`config.mk`:
```
export PLATFORM = sky130hd
export DESIGN_NAME = clock_set_ctrl
export DESIGN_NICKNAME = d
export VERILOG_FILES = /design/src/rtl/clock_set_ctrl.sv
export SDC_FILE = /design/constraint.sdc
export NUM_CORES = 1
export LEC_CHECK = 0
export ABC_AREA = 1
export BUFFER_PORTS_ARGS = -buffer_cell sky130_fd_sc_hd__buf_2
export CAP_MARGIN = 20
export CORE_ASPECT_RATIO = 2
export CORE_MARGIN = 2
export CORE_UTILIZATION = 58
export CTS_CLUSTER_DIAMETER = 40
export DETAILED_ROUTE_END_ITERATION = 7
export GPL_ROUTABILITY_DRIVEN = 0
export PLACE_DENSITY = 0.8
export SLEW_MARGIN = 20
export SYNTH_ARGS = -nofsm -noshare
export SYNTH_HDL_FRONTEND = slang
export SYNTH_SLANG_ARGS = --single-unit
export TNS_END_PERCENT = 20
```
`constraint.sdc`:
```
create_clock -name clk -period 2.3 [get_ports clk]
set_clock_uncertainty 0.1 [all_clocks]
set_input_delay 0.115 -clock clk [delete_from_list [all_inputs] [get_ports clk]]
set_output_delay 0.115 -clock clk [all_outputs]
set_load 0.01 [all_outputs]
```
`src/rtl/clock_set_ctrl.sv`:
```
// ---------------------------------------------------------------------------
// clock_set_ctrl
//
// Edit controller for a 24-hour BCD clock with one alarm. A set request seeds
// an edit buffer (from the running time or from the stored alarm). The user
// then steps the hour field, then the minute field, and finally commits. A
// commit emits a one-cycle load strobe toward the clock, or updates the
// internal alarm register. Cancel, or a period with no activity, drops the
// edit without loading anything.
//
// Parameters
//   TIMEOUT_CYC : idle cycles allowed in an edit state before auto-abort
//   BLINK_CYC   : cycles per half-period of the blink output
//
// Ports
//   clk                      system clock, rising edge
//   reset                    asynchronous, active-low
//   set_time_p / set_alarm_p start editing the time / the alarm (IDLE only)
//   inc_p, next_p, cancel_p  edit controls; cancel > next > inc
//   cur_h1..cur_m0           running clock time, BCD
//   H1, H0, M1, M0           edit buffer, BCD, to the clock load inputs
//   load_time, load_alarm    one-cycle commit strobes
//   editing, edit_hours      edit status
//   blink                    display blink enable while editing
// ---------------------------------------------------------------------------
module clock_set_ctrl #(
    parameter int TIMEOUT_CYC = 1000,
    parameter int BLINK_CYC   = 250
) (
    input  logic       clk,
    input  logic       reset,
    input  logic       set_time_p,
    input  logic       set_alarm_p,
    input  logic       inc_p,
    input  logic       next_p,
    input  logic       cancel_p,
    input  logic [1:0] cur_h1,
    input  logic [3:0] cur_h0,
    input  logic [2:0] cur_m1,
    input  logic [3:0] cur_m0,
    output logic [1:0] H1,
    output logic [3:0] H0,
    output logic [2:0] M1,
    output logic [3:0] M0,
    output logic       load_time,
    output logic       load_alarm,
    output logic       editing,
    output logic       edit_hours,
    output logic       blink
);

    localparam int TW = (TIMEOUT_CYC > 2) ? $clog2(TIMEOUT_CYC) : 1;
    localparam int BW = (BLINK_CYC > 2) ? $clog2(BLINK_CYC) : 1;
    localparam logic [TW-1:0] TMO_LAST   = TW'(TIMEOUT_CYC - 1);
    localparam logic [BW-1:0] BLINK_LAST = BW'(BLINK_CYC - 1);

    typedef enum logic [1:0] {
        S_IDLE,
        S_EDIT_H,
        S_EDIT_M,
        S_COMMIT
    } state_t;

    state_t          state_q;
    logic            target_q;      // 0 = time, 1 = alarm
    logic [1:0]      edt_h1_q;
    logic [3:0]      edt_h0_q;
    logic [2:0]      edt_m1_q;
    logic [3:0]      edt_m0_q;
    logic [1:0]      alm_h1_q;
    logic [3:0]      alm_h0_q;
    logic [2:0]      alm_m1_q;
    logic [3:0]      alm_m0_q;
    logic [TW-1:0]   tmo_q;
    logic [BW-1:0]   blink_cnt_q;
    logic            blink_q;
    logic            editing_q;
    logic            edit_hours_q;
    logic            load_time_q;
    logic            load_alarm_q;

    // Seed source, validated seed, BCD increments and abort decision
    logic [1:0] src_h1;
    logic [3:0] src_h0;
    logic [2:0] src_m1;
    logic [3:0] src_m0;
    logic       hour_ok;
    logic       min_ok;
    logic [1:0] seed_h1_d;
    logic [3:0] seed_h0_d;
    logic [2:0] seed_m1_d;
    logic [3:0] seed_m0_d;
    logic [1:0] inc_h1_d;
    logic [3:0] inc_h0_d;
    logic [2:0] inc_m1_d;
    logic [3:0] inc_m0_d;
    logic       abort_d;
    logic       blink_wrap;

    always_comb begin
        // set_time_p has priority when both requests arrive together
        src_h1 = set_time_p ? cur_h1 : alm_h1_q;
        src_h0 = set_time_p ? cur_h0 : alm_h0_q;
        src_m1 = set_time_p ? cur_m1 : alm_m1_q;
        src_m0 = set_time_p ? cur_m0 : alm_m0_q;

        // Hour valid for 00..19 and 20..23; a tens digit of 3 is never valid
        hour_ok = ((src_h1 < 2'd2) && (src_h0 <= 4'd9)) ||
                  ((src_h1 == 2'd2) && (src_h0 <= 4'd3));
        min_ok  = (src_m1 <= 3'd5) && (src_m0 <= 4'd9);

        seed_h1_d = hour_ok ? src_h1 : 2'd0;
        seed_h0_d = hour_ok ? src_h0 : 4'd0;
        seed_m1_d = min_ok  ? src_m1 : 3'd0;
        seed_m0_d = min_ok  ? src_m0 : 4'd0;

        // The buffer always holds a valid time, so only the wrap points matter
        inc_h1_d = edt_h1_q;
        inc_h0_d = edt_h0_q + 4'd1;
        if ((edt_h1_q == 2'd2) && (edt_h0_q == 4'd3)) begin
            inc_h1_d = 2'd0;
            inc_h0_d = 4'd0;
        end else if (edt_h0_q == 4'd9) begin
            inc_h1_d = edt_h1_q + 2'd1;
            inc_h0_d = 4'd0;
        end

        inc_m1_d = edt_m1_q;
        inc_m0_d = edt_m0_q + 4'd1;
        if (edt_m0_q == 4'd9) begin
            inc_m0_d = 4'd0;
            inc_m1_d = (edt_m1_q == 3'd5) ? 3'd0 : edt_m1_q + 3'd1;
        end

        // An accepted next/inc in the last idle cycle keeps the edit alive
        abort_d    = cancel_p || ((tmo_q == TMO_LAST) && !next_p && !inc_p);
        blink_wrap = (blink_cnt_q == BLINK_LAST);
    end

    always_ff @(posedge clk or negedge reset) begin
        if (!reset) begin
            state_q      <= S_IDLE;
            target_q     <= 1'b0;
            edt_h1_q     <= '0;
            edt_h0_q     <= '0;
            edt_m1_q     <= '0;
            edt_m0_q     <= '0;
            alm_h1_q     <= '0;
            alm_h0_q     <= '0;
            alm_m1_q     <= '0;
            alm_m0_q     <= '0;
            tmo_q        <= '0;
            blink_cnt_q  <= '0;
            blink_q      <= 1'b0;
            editing_q    <= 1'b0;
            edit_hours_q <= 1'b0;
            load_time_q  <= 1'b0;
            load_alarm_q <= 1'b0;
        end else begin
            load_time_q  <= 1'b0;
            load_alarm_q <= 1'b0;
            case (state_q)
                S_IDLE: begin
                    if (set_time_p || set_alarm_p) begin
                        state_q      <= S_EDIT_H;
                        target_q     <= ~set_time_p;
                        edt_h1_q     <= seed_h1_d;
                        edt_h0_q     <= seed_h0_d;
                        edt_m1_q     <= seed_m1_d;
                        edt_m0_q     <= seed_m0_d;
                        tmo_q        <= '0;
                        blink_cnt_q  <= '0;
                        blink_q      <= 1'b1;
                        editing_q    <= 1'b1;
                        edit_hours_q <= 1'b1;
                    end
                end
                S_EDIT_H, S_EDIT_M: begin
                    if (abort_d) begin
                        state_q      <= S_IDLE;
                        tmo_q        <= '0;
                        blink_cnt_q  <= '0;
                        blink_q      <= 1'b0;
                        editing_q    <= 1'b0;
                        edit_hours_q <= 1'b0;
                    end else if (next_p) begin
                        tmo_q <= '0;
                        if (state_q == S_EDIT_H) begin
                            // Blink phase continues across the field change
                            state_q      <= S_EDIT_M;
                            edit_hours_q <= 1'b0;
                            blink_cnt_q  <= blink_wrap ? '0 : blink_cnt_q + BW'(1);
                            blink_q      <= blink_q ^ blink_wrap;
                        end else begin
                            state_q      <= S_COMMIT;
                            editing_q    <= 1'b0;
                            blink_cnt_q  <= '0;
                            blink_q      <= 1'b0;
                            load_time_q  <= ~target_q;
                            load_alarm_q <= target_q;
                        end
                    end else begin
                        blink_cnt_q <= blink_wrap ? '0 : blink_cnt_q + BW'(1);
                        blink_q     <= blink_q ^ blink_wrap;
                        if (inc_p) begin
                            tmo_q <= '0;
                            if (state_q == S_EDIT_H) begin
                                edt_h1_q <= inc_h1_d;
                                edt_h0_q <= inc_h0_d;
                            end else begin
                                edt_m1_q <= inc_m1_d;
                                edt_m0_q <= inc_m0_d;
                            end
                        end else begin
                            tmo_q <= tmo_q + TW'(1);
                        end
                    end
                end
                S_COMMIT: begin
                    if (target_q) begin
                        alm_h1_q <= edt_h1_q;
                        alm_h0_q <= edt_h0_q;
                        alm_m1_q <= edt_m1_q;
                        alm_m0_q <= edt_m0_q;
                    end
                    state_q <= S_IDLE;
                end
                default: state_q <= S_IDLE;
            endcase
        end
    end

    assign H1         = edt_h1_q;
    assign H0         = edt_h0_q;
    assign M1         = edt_m1_q;
    assign M0         = edt_m0_q;
    assign load_time  = load_time_q;
    assign load_alarm = load_alarm_q;
    assign editing    = editing_q;
    assign edit_hours = edit_hours_q;
    assign blink      = blink_q;

endmodule

```
==> flow_metrics.py, run 1 <==
metrics = {
    "placed_design": {
        "portBuffers": 37,
        "dp_hpwl_um": 5990,
        "placed_cells": 507,
        "pre_cts_ws_ps": 252,
        "place_area_um2": 3430,
    },
    "synth": {
        "async_flop_share_pct": 100,
        "synth_simple_gate_area_share_pct": 33.4,
        "synth_fa_ha_area_share_pct": 2.34,
        "ys_seq_area_share_pct": 40.5,
        "ys.flop_type": "dfrtp_1",
        "synth_compound_area_share_pct": 11.8,
        "synth_top_area_share_pct": 40.5,
        "synth-xor-area-share_pct": 2.73,
        "yosysWarnings": 0,
        "netlist_area_um2": 3210,
        "synth_top_cell_by_area": "dfrtp_1",
        "synth_edf_count": 0,
        "netlist_instances": 415,
        "synth_top_family_by_area": "simple AND/OR/NAND/NOR gates",
        "avgSynthCellArea_um2": 7.73,
        "yosys.cell_types.count": 42,
        "synth.area.mux_share_pct": 0.663,
        "ys_ff_latch": 52,
        "synth_area_leaders": "dfrtp_1, nand2_1, inv_1",
        "synth.net_count": 441,
    },
    "sta": {
        "tightest_slew_ps": 881,
        "setup_viol": 0,
        "final.setup.tns_ps": 0,
        "finalMaxSlewViolations": 0,
        "worst_slack_ps": 221,
        "max_freq_mhz": 481,
        "final.min_clock_period_ps": 2080,
        "rsz0062_at_grt": "no",
        "final_hold_viol_count": 0,
        "post-route-period-util_pct": 90.4,
        "slew-limit-headroom_pct": 41.2,
    },
    "layout": {
        "multi_input_area_um2": 1630,
        "area_delta_synth_final_pct": 9.90,
        "fin_area_um2": 3530,
        "diodes": 0,
        "fin_cells": 516,
        "seq_area_um2": 1300,
        "nFillCells": 515,
        "drive_gt1_share_pct": 19.7,
        "layout.nets": 481,
    },
    "grt": {
        "grt_max_degree": 40,
        "grt_pass1_wl_um": 12900,
        "track_usage_pct": 27.3,
        "antenna_found_initial": 0,
        "grt_pass1_vias": 2958,
        "gr-total-overflow": 0,
    },
    "worst_setup_path": {
        "critPathTopFamily": "adder cells",
        "reg2reg_slack_ps": 220,
        "critPathArrivalTime_ps": 2230,
        "crit_path_top_delay_cell": "ha_1",
        "rr_endpoint": "M1[2]$_DFFE_PN0P_",
        "end_kind": "flop",
        "crit_top_cell": "inv_1",
        "setup.worst_path.class": "reg2reg",
        "critPathMaxFanout": 14,
        "reg2reg_from": "state_q[0]$_DFFE_PN0P_",
        "cp-start-kind": "flop",
        "path_buf_inv": 3,
        "required_ps": 2450,
        "r2r_cells": 8,
        "worst_path_largest_cell_delay_ps": 480,
        "crit_chain": "inv_1 -> ha_1 -> buf_4 -> a21oi_2 -> nand3_1 -> nand2_1 -> inv_1 -> o21ai_1",
    },
    "power": {
        "p_seq_share_pct": 32.4,
        "power.total_mw": 4.28,
        "power.share.combinational_pct": 54.7,
        "ir_worst_vdd_v": 0.000923,
        "pwr-share-clk_pct": 12.9,
        "switching_share_pct": 48.3,
        "p_int_mw": 2.21,
        "switchingPower_mw": 2.07,
        "power.density_nw_per_um2": 1210,
        "p_leak_nw": 1.75,
    },
    "die": {
        "fp.dieH_um": 109,
        "io-pin-count": 38,
        "start_util_pct": 59.7,
        "fp-row-count": 38,
        "die_area_um2": 6180,
        "die_x_um": 56.6,
        "core_um2": 5370,
    },
    "outcome": {
        "outcome": "finished clean",
    },
    "clock_tree": {
        "clk_pin_slew_ps": 90,
        "clockRootBuffer": "clkbuf_8",
        "numCtsBuffers": 5,
        "cts_sinks": 52,
        "clock_latency_ps": 320,
        "cts_tree": "done",
        "cts_resized": 0,
        "cts_setup_buffers": 0,
        "cts_buffer_depth": 2,
        "htreeDepth": 2,
    },
    "detailed_routing": {
        "route.final.wire_length_um": 7560,
        "vias": 2870,
        "drt-pass1-iter-count": 4,
        "via_per_inst": 5.56,
        "ant_nets": 0,
        "drc_errors": 0,
        "wl_per_cell_um": 14.6,
        "first_iter_violations": 86,
    },
    "hold_path": {
        "hp-start": "next_p",
        "hold_path_class": "in2reg",
        "hold_depth": 3,
        "worst_hold_path.endpoint": "load_alarm$_DFF_PN0_",
    },
    "job": {
        "maxCapViolations": 0,
    },
}
-- cell usage after synthesis, drive strengths merged, types with 2 or more instances --
cell type	n
o22ai	3
ha	6
xor2	8
dfrtp	52
a21oi	11
xnor2	2
nor2	43
buf	6
nand4	9
inv	51
o21ai	43
nand2	134
o21a	2
nand3	30
nor3	3
clkbuf	3
-- cell type report --
cell class	count	area share, %
timing repair buffer	42	6.39
tap	60	2.13
multi-input combinational	303	46.3
inverter	51	5.71
sequential	52	36.9
clock buffer	8	2.55
-- logic make-up (layout without fill, tap and decap cells) --
kind of cell             after synthesis  after routing
AND/OR/NAND/NOR                      222            222
AO/OA/AOI/OAI                         63             63
buffers and inverters                 60            101
flip-flops                            52             52
XOR/XNOR                              10             10
adder cells (fa/ha/maj)                6              6
multiplexers                           2              2
-- flip-flops by register name (all words and copies together), names as in the netlist, 2 cells and up --
signal and cells:
H0 4, H1 2, M0 4, M1 3, alm_h0_q 4, alm_h1_q 2
alm_m0_q 4, alm_m1_q 3, blink_cnt_q 8, state_q 2, tmo_q 10
-- worst register-to-register path, stage by stage (launching register included) --
cell and delay, ps:
dfrtp_1 400, inv_1 70, ha_1 480, buf_4 280, a21oi_2 250, nand3_1 150, nand2_1 100, inv_1 50
o21ai_1 130
-- repair_timing --
item	CTS	global route
hold buffers	1	0
setup endpoints to repair	0	0
hold endpoints to repair	37	0
-- per-stage QoR --
step	util (%)	hold WS [ps]
final	65.6	67.8
after global routing	65.6	90.7
after CTS	65.6	58.1
after detailed placement	63.8	183
after global placement	63.8	170
after floorplan	-	-281
-- layer usage --
layer  global-route usage (%)  part of all wire (%)
met1                     25.3                    34
met2                     52.4                    56
met3                     4.51                   3.6
met4                     18.0                   6.4
met5                        0                     0
-- power by group through the flow --
stage	registers [mW]	logic [mW]	clock network (mW)
finish	1.39	2.34	0.553
global route	1.42	2.62	0.594
CTS	1.38	2.35	0.562
detailed placement	1.40	2.34	0
global placement	1.39	2.28	0
floorplan	1.40	1.74	0
-- how the worst max path moves through the flow --
| stage | start | to | cells after the start |
|---|---|---|---|
| after floorplan | state_q[0]$_DFFE_PN0P_ | H1[0]$_DFFE_PN0P_ | 10 |
| after global placement | state_q[0]$_DFFE_PN0P_ | M0[0]$_DFFE_PN0P_ | 8 |
| after detailed placement | state_q[0]$_DFFE_PN0P_ | M1[1]$_DFFE_PN0P_ | 8 |
| after CTS | state_q[0]$_DFFE_PN0P_ | M1[2]$_DFFE_PN0P_ | 8 |
| after global routing | state_q[0]$_DFFE_PN0P_ | M0[0]$_DFFE_PN0P_ | 8 |
| final | state_q[0]$_DFFE_PN0P_ | M1[2]$_DFFE_PN0P_ | 8 |
-- cell usage in the layout (no fill, tap or decap), types with 3 or more instances in the layout --
cell type	instances
dfrtp_1	52
buf_2	37
nand3_1	27
xor2_1	8
nand4_1	8
inv_2	4
nor2_2	3
nand2_2	10
o21ai_1	11
ha_1	6
nor2_4	4
nor3_1	3
o22ai_1	3
o21ai_2	5
nor2_1	36
buf_4	4
o21ai_0	25
clkbuf_8	6
nand2_1	120
nand2_4	3
nand3_4	3
inv_1	44
a21oi_1	10
No activity file was read; power rests on OpenSTA's default activity.
==> inputs of run 2 (changes only) <==
--- a/config.mk
+++ b/config.mk
@@ -8,9 +8,11 @@
 export ABC_AREA = 1
 export BUFFER_PORTS_ARGS = -buffer_cell sky130_fd_sc_hd__buf_2
 export CAP_MARGIN = 20
+export CELL_PAD_IN_SITES_DETAIL_PLACEMENT = 0
+export CELL_PAD_IN_SITES_GLOBAL_PLACEMENT = 2
 export CORE_ASPECT_RATIO = 2
 export CORE_MARGIN = 2
-export CORE_UTILIZATION = 58
+export CORE_UTILIZATION = 34
 export CTS_CLUSTER_DIAMETER = 40
 export DETAILED_ROUTE_END_ITERATION = 7
 export GPL_ROUTABILITY_DRIVEN = 0
==> flow_metrics.py, run 2 (synthesis results as in run 1) <==
metrics = {
    "power": {
        "switchingPower_mw": 2.12,
        "ir_worst_vdd_v": 0.000433,
        "power.total_mw": 4.53,
        "pwr-share-clk_pct": 17.3,
        "p_leak_nw": 1.78,
        "p_seq_share_pct": 30.6,
        "power.density_nw_per_um2": 1240,
        "p_int_mw": 2.40,
        "switching_share_pct": 46.9,
        "power.share.combinational_pct": 52.1,
    },
    "worst_setup_path": {
        "reg2reg_slack_ps": 240,
        "required_ps": 2430,
        "r2r_cells": 8,
        "cp-start-kind": "flop",
        "critPathArrivalTime_ps": 2180,
        "rr_endpoint": "M1[2]$_DFFE_PN0P_",
        "end_kind": "flop",
        "critPathMaxFanout": 14,
        "reg2reg_from": "state_q[0]$_DFFE_PN0P_",
        "startpoint": "state_q[0]$_DFFE_PN0P_",
        "setup.worst_path.class": "reg2reg",
    },
    "clock_tree": {
        "cts_resized": 0,
        "cts_sinks": 52,
        "cts_buffer_depth": 2,
        "clock_latency_ps": 300,
        "clk_pin_slew_ps": 80,
        "clockRootBuffer": "clkbuf_16",
        "cts_tree": "done",
        "htreeDepth": 2,
        "numCtsBuffers": 5,
    },
    "sta": {
        "final_hold_viol_count": 0,
        "setup_viol": 0,
        "post-route-period-util_pct": 89.4,
        "finalMaxSlewViolations": 0,
        "rsz0062_at_grt": "no",
        "slew-limit-headroom_pct": 56.3,
        "final.min_clock_period_ps": 2060,
        "tightest_slew_ps": 655,
        "final.setup.tns_ps": 0,
        "max_freq_mhz": 486,
    },
    "die": {
        "fp.dieH_um": 141,
        "core_um2": 9260,
        "start_util_pct": 34.7,
        "io-pin-count": 38,
        "fp-row-count": 50,
        "die_area_um2": 10300,
        "die_x_um": 72.7,
    },
    "detailed_routing": {
        "via_per_inst": 4.85,
        "drc_errors": 0,
        "dr_wl_met3_um": 207,
        "highest_layer": "met4",
        "route.final.wire_length_um": 7820,
        "wl_per_cell_um": 13.9,
        "vias": 2722,
        "drt-pass1-iter-count": 4,
        "wl_met2_um": 4380,
        "first_iter_violations": 98,
        "wl_met1_um": 3060,
        "ant_nets": 0,
    },
    "layout": {
        "layout_commonest_cell": "nand2_1",
        "largest_reg_flops": 10,
        "fin_cells": 561,
        "mostFrequentLayoutCells": "nand2_1, dfrtp_1, inv_1",
        "top_register": "tmo_q",
        "area_delta_synth_final_pct": 14.2,
        "diodes": 0,
        "layout.nets": 482,
        "reg_top3": "tmo_q: 10 flops, blink_cnt_q: 8 flops",
        "drive_gt1_share_pct": 20.4,
        "post-route-util_pct": 39.6,
        "nFillCells": 983,
    },
    "placed_design": {
        "dp_hpwl_um": 6290,
        "placed_cells": 552,
        "portBuffers": 37,
    },
    "job": {
        "maxCapViolations": 0,
    },
    "grt": {
        "gr-total-overflow": 0,
        "grt_pass1_wl_um": 13000,
        "antenna_found_initial": 0,
        "track_usage_pct": 16.3,
        "grt_pass1_vias": 2700,
        "grt_max_degree": 28,
    },
    "hold_path": {
        "hold_path_class": "in2reg",
        "hold_depth": 3,
        "worst_hold_path.endpoint": "load_alarm$_DFF_PN0_",
        "hp-start": "next_p",
    },
    "outcome": {
        "outcome": "finished clean",
    },
}
run 2: area by class of cell:
cell class	count	area, µm²	area share [%]
clock inverter	3	26.3	0.717
sequential	52	1300	35.5
inverter	51	201	5.50
tap	104	130	3.55
timing repair buffer	43	245	6.69
clock buffer	5	125	3.42
multi-input combinational	303	1630	44.6
run 2: power by group through the flow:
stage / combinational (mW) / clock (mW) / sequential [mW]
after floorplan: 1.74 / 0 / 1.40
final: 2.36 / 0.781 / 1.38
after global placement: 2.38 / 0 / 1.40
after detailed placement: 2.40 / 0 / 1.41
after CTS: 2.41 / 0.815 / 1.39
after global routing: 2.66 / 0.846 / 1.42
run 2: per-layer routing:
metal / global-route usage (%) / vias to the layer above
li1: - / 1414
met1: 18.2 / 1250
met2: 30.5 / 47
met3: 2.06 / 11
met4: 5.56 / 0
met5: 0 / -
run 2: critical path: stages (launching register included):
cell     delay [ps]
dfrtp_1         380
inv_1            70
ha_1            600
inv_1           300
a21oi_1         210
o21ai_0         110
nand2_1          70
inv_1            30
o21ai_1         110
run 2: what timing repair did:
item                      in CTS  in global routing
buffers inserted               0                  0
hold buffers                   1                  0
hold endpoints to repair      25                  0
run 2: metrics by stage:
stage / hold WS (ps) / area [µm²] / worst slack, ps
2_1_floorplan: -281 / 3210 / 573
4_1_cts: 57.6 / 3660 / 232
3_3_place_gp: 88.0 / 3500 / 324
5_1_grt: 92.8 / 3660 / 5.56
3_5_place_dp: 97.7 / 3500 / 253
6_report: 65.7 / 3660 / 244
run 2: how the worst max path moves through the flow:
| stage | end | slack [ps] | depth (start not counted) |
|---|---|---|---|
| floorplan | H1[0]$_DFFE_PN0P_ | 570 | 10 |
| global placement | M1[2]$_DFFE_PN0P_ | 320 | 8 |
| detailed placement | M1[2]$_DFFE_PN0P_ | 250 | 8 |
| CTS | M1[2]$_DFFE_PN0P_ | 230 | 8 |
| global route | M1[2]$_DFFE_PN0P_ | 6 | 8 |
| finish | M1[2]$_DFFE_PN0P_ | 240 | 8 |
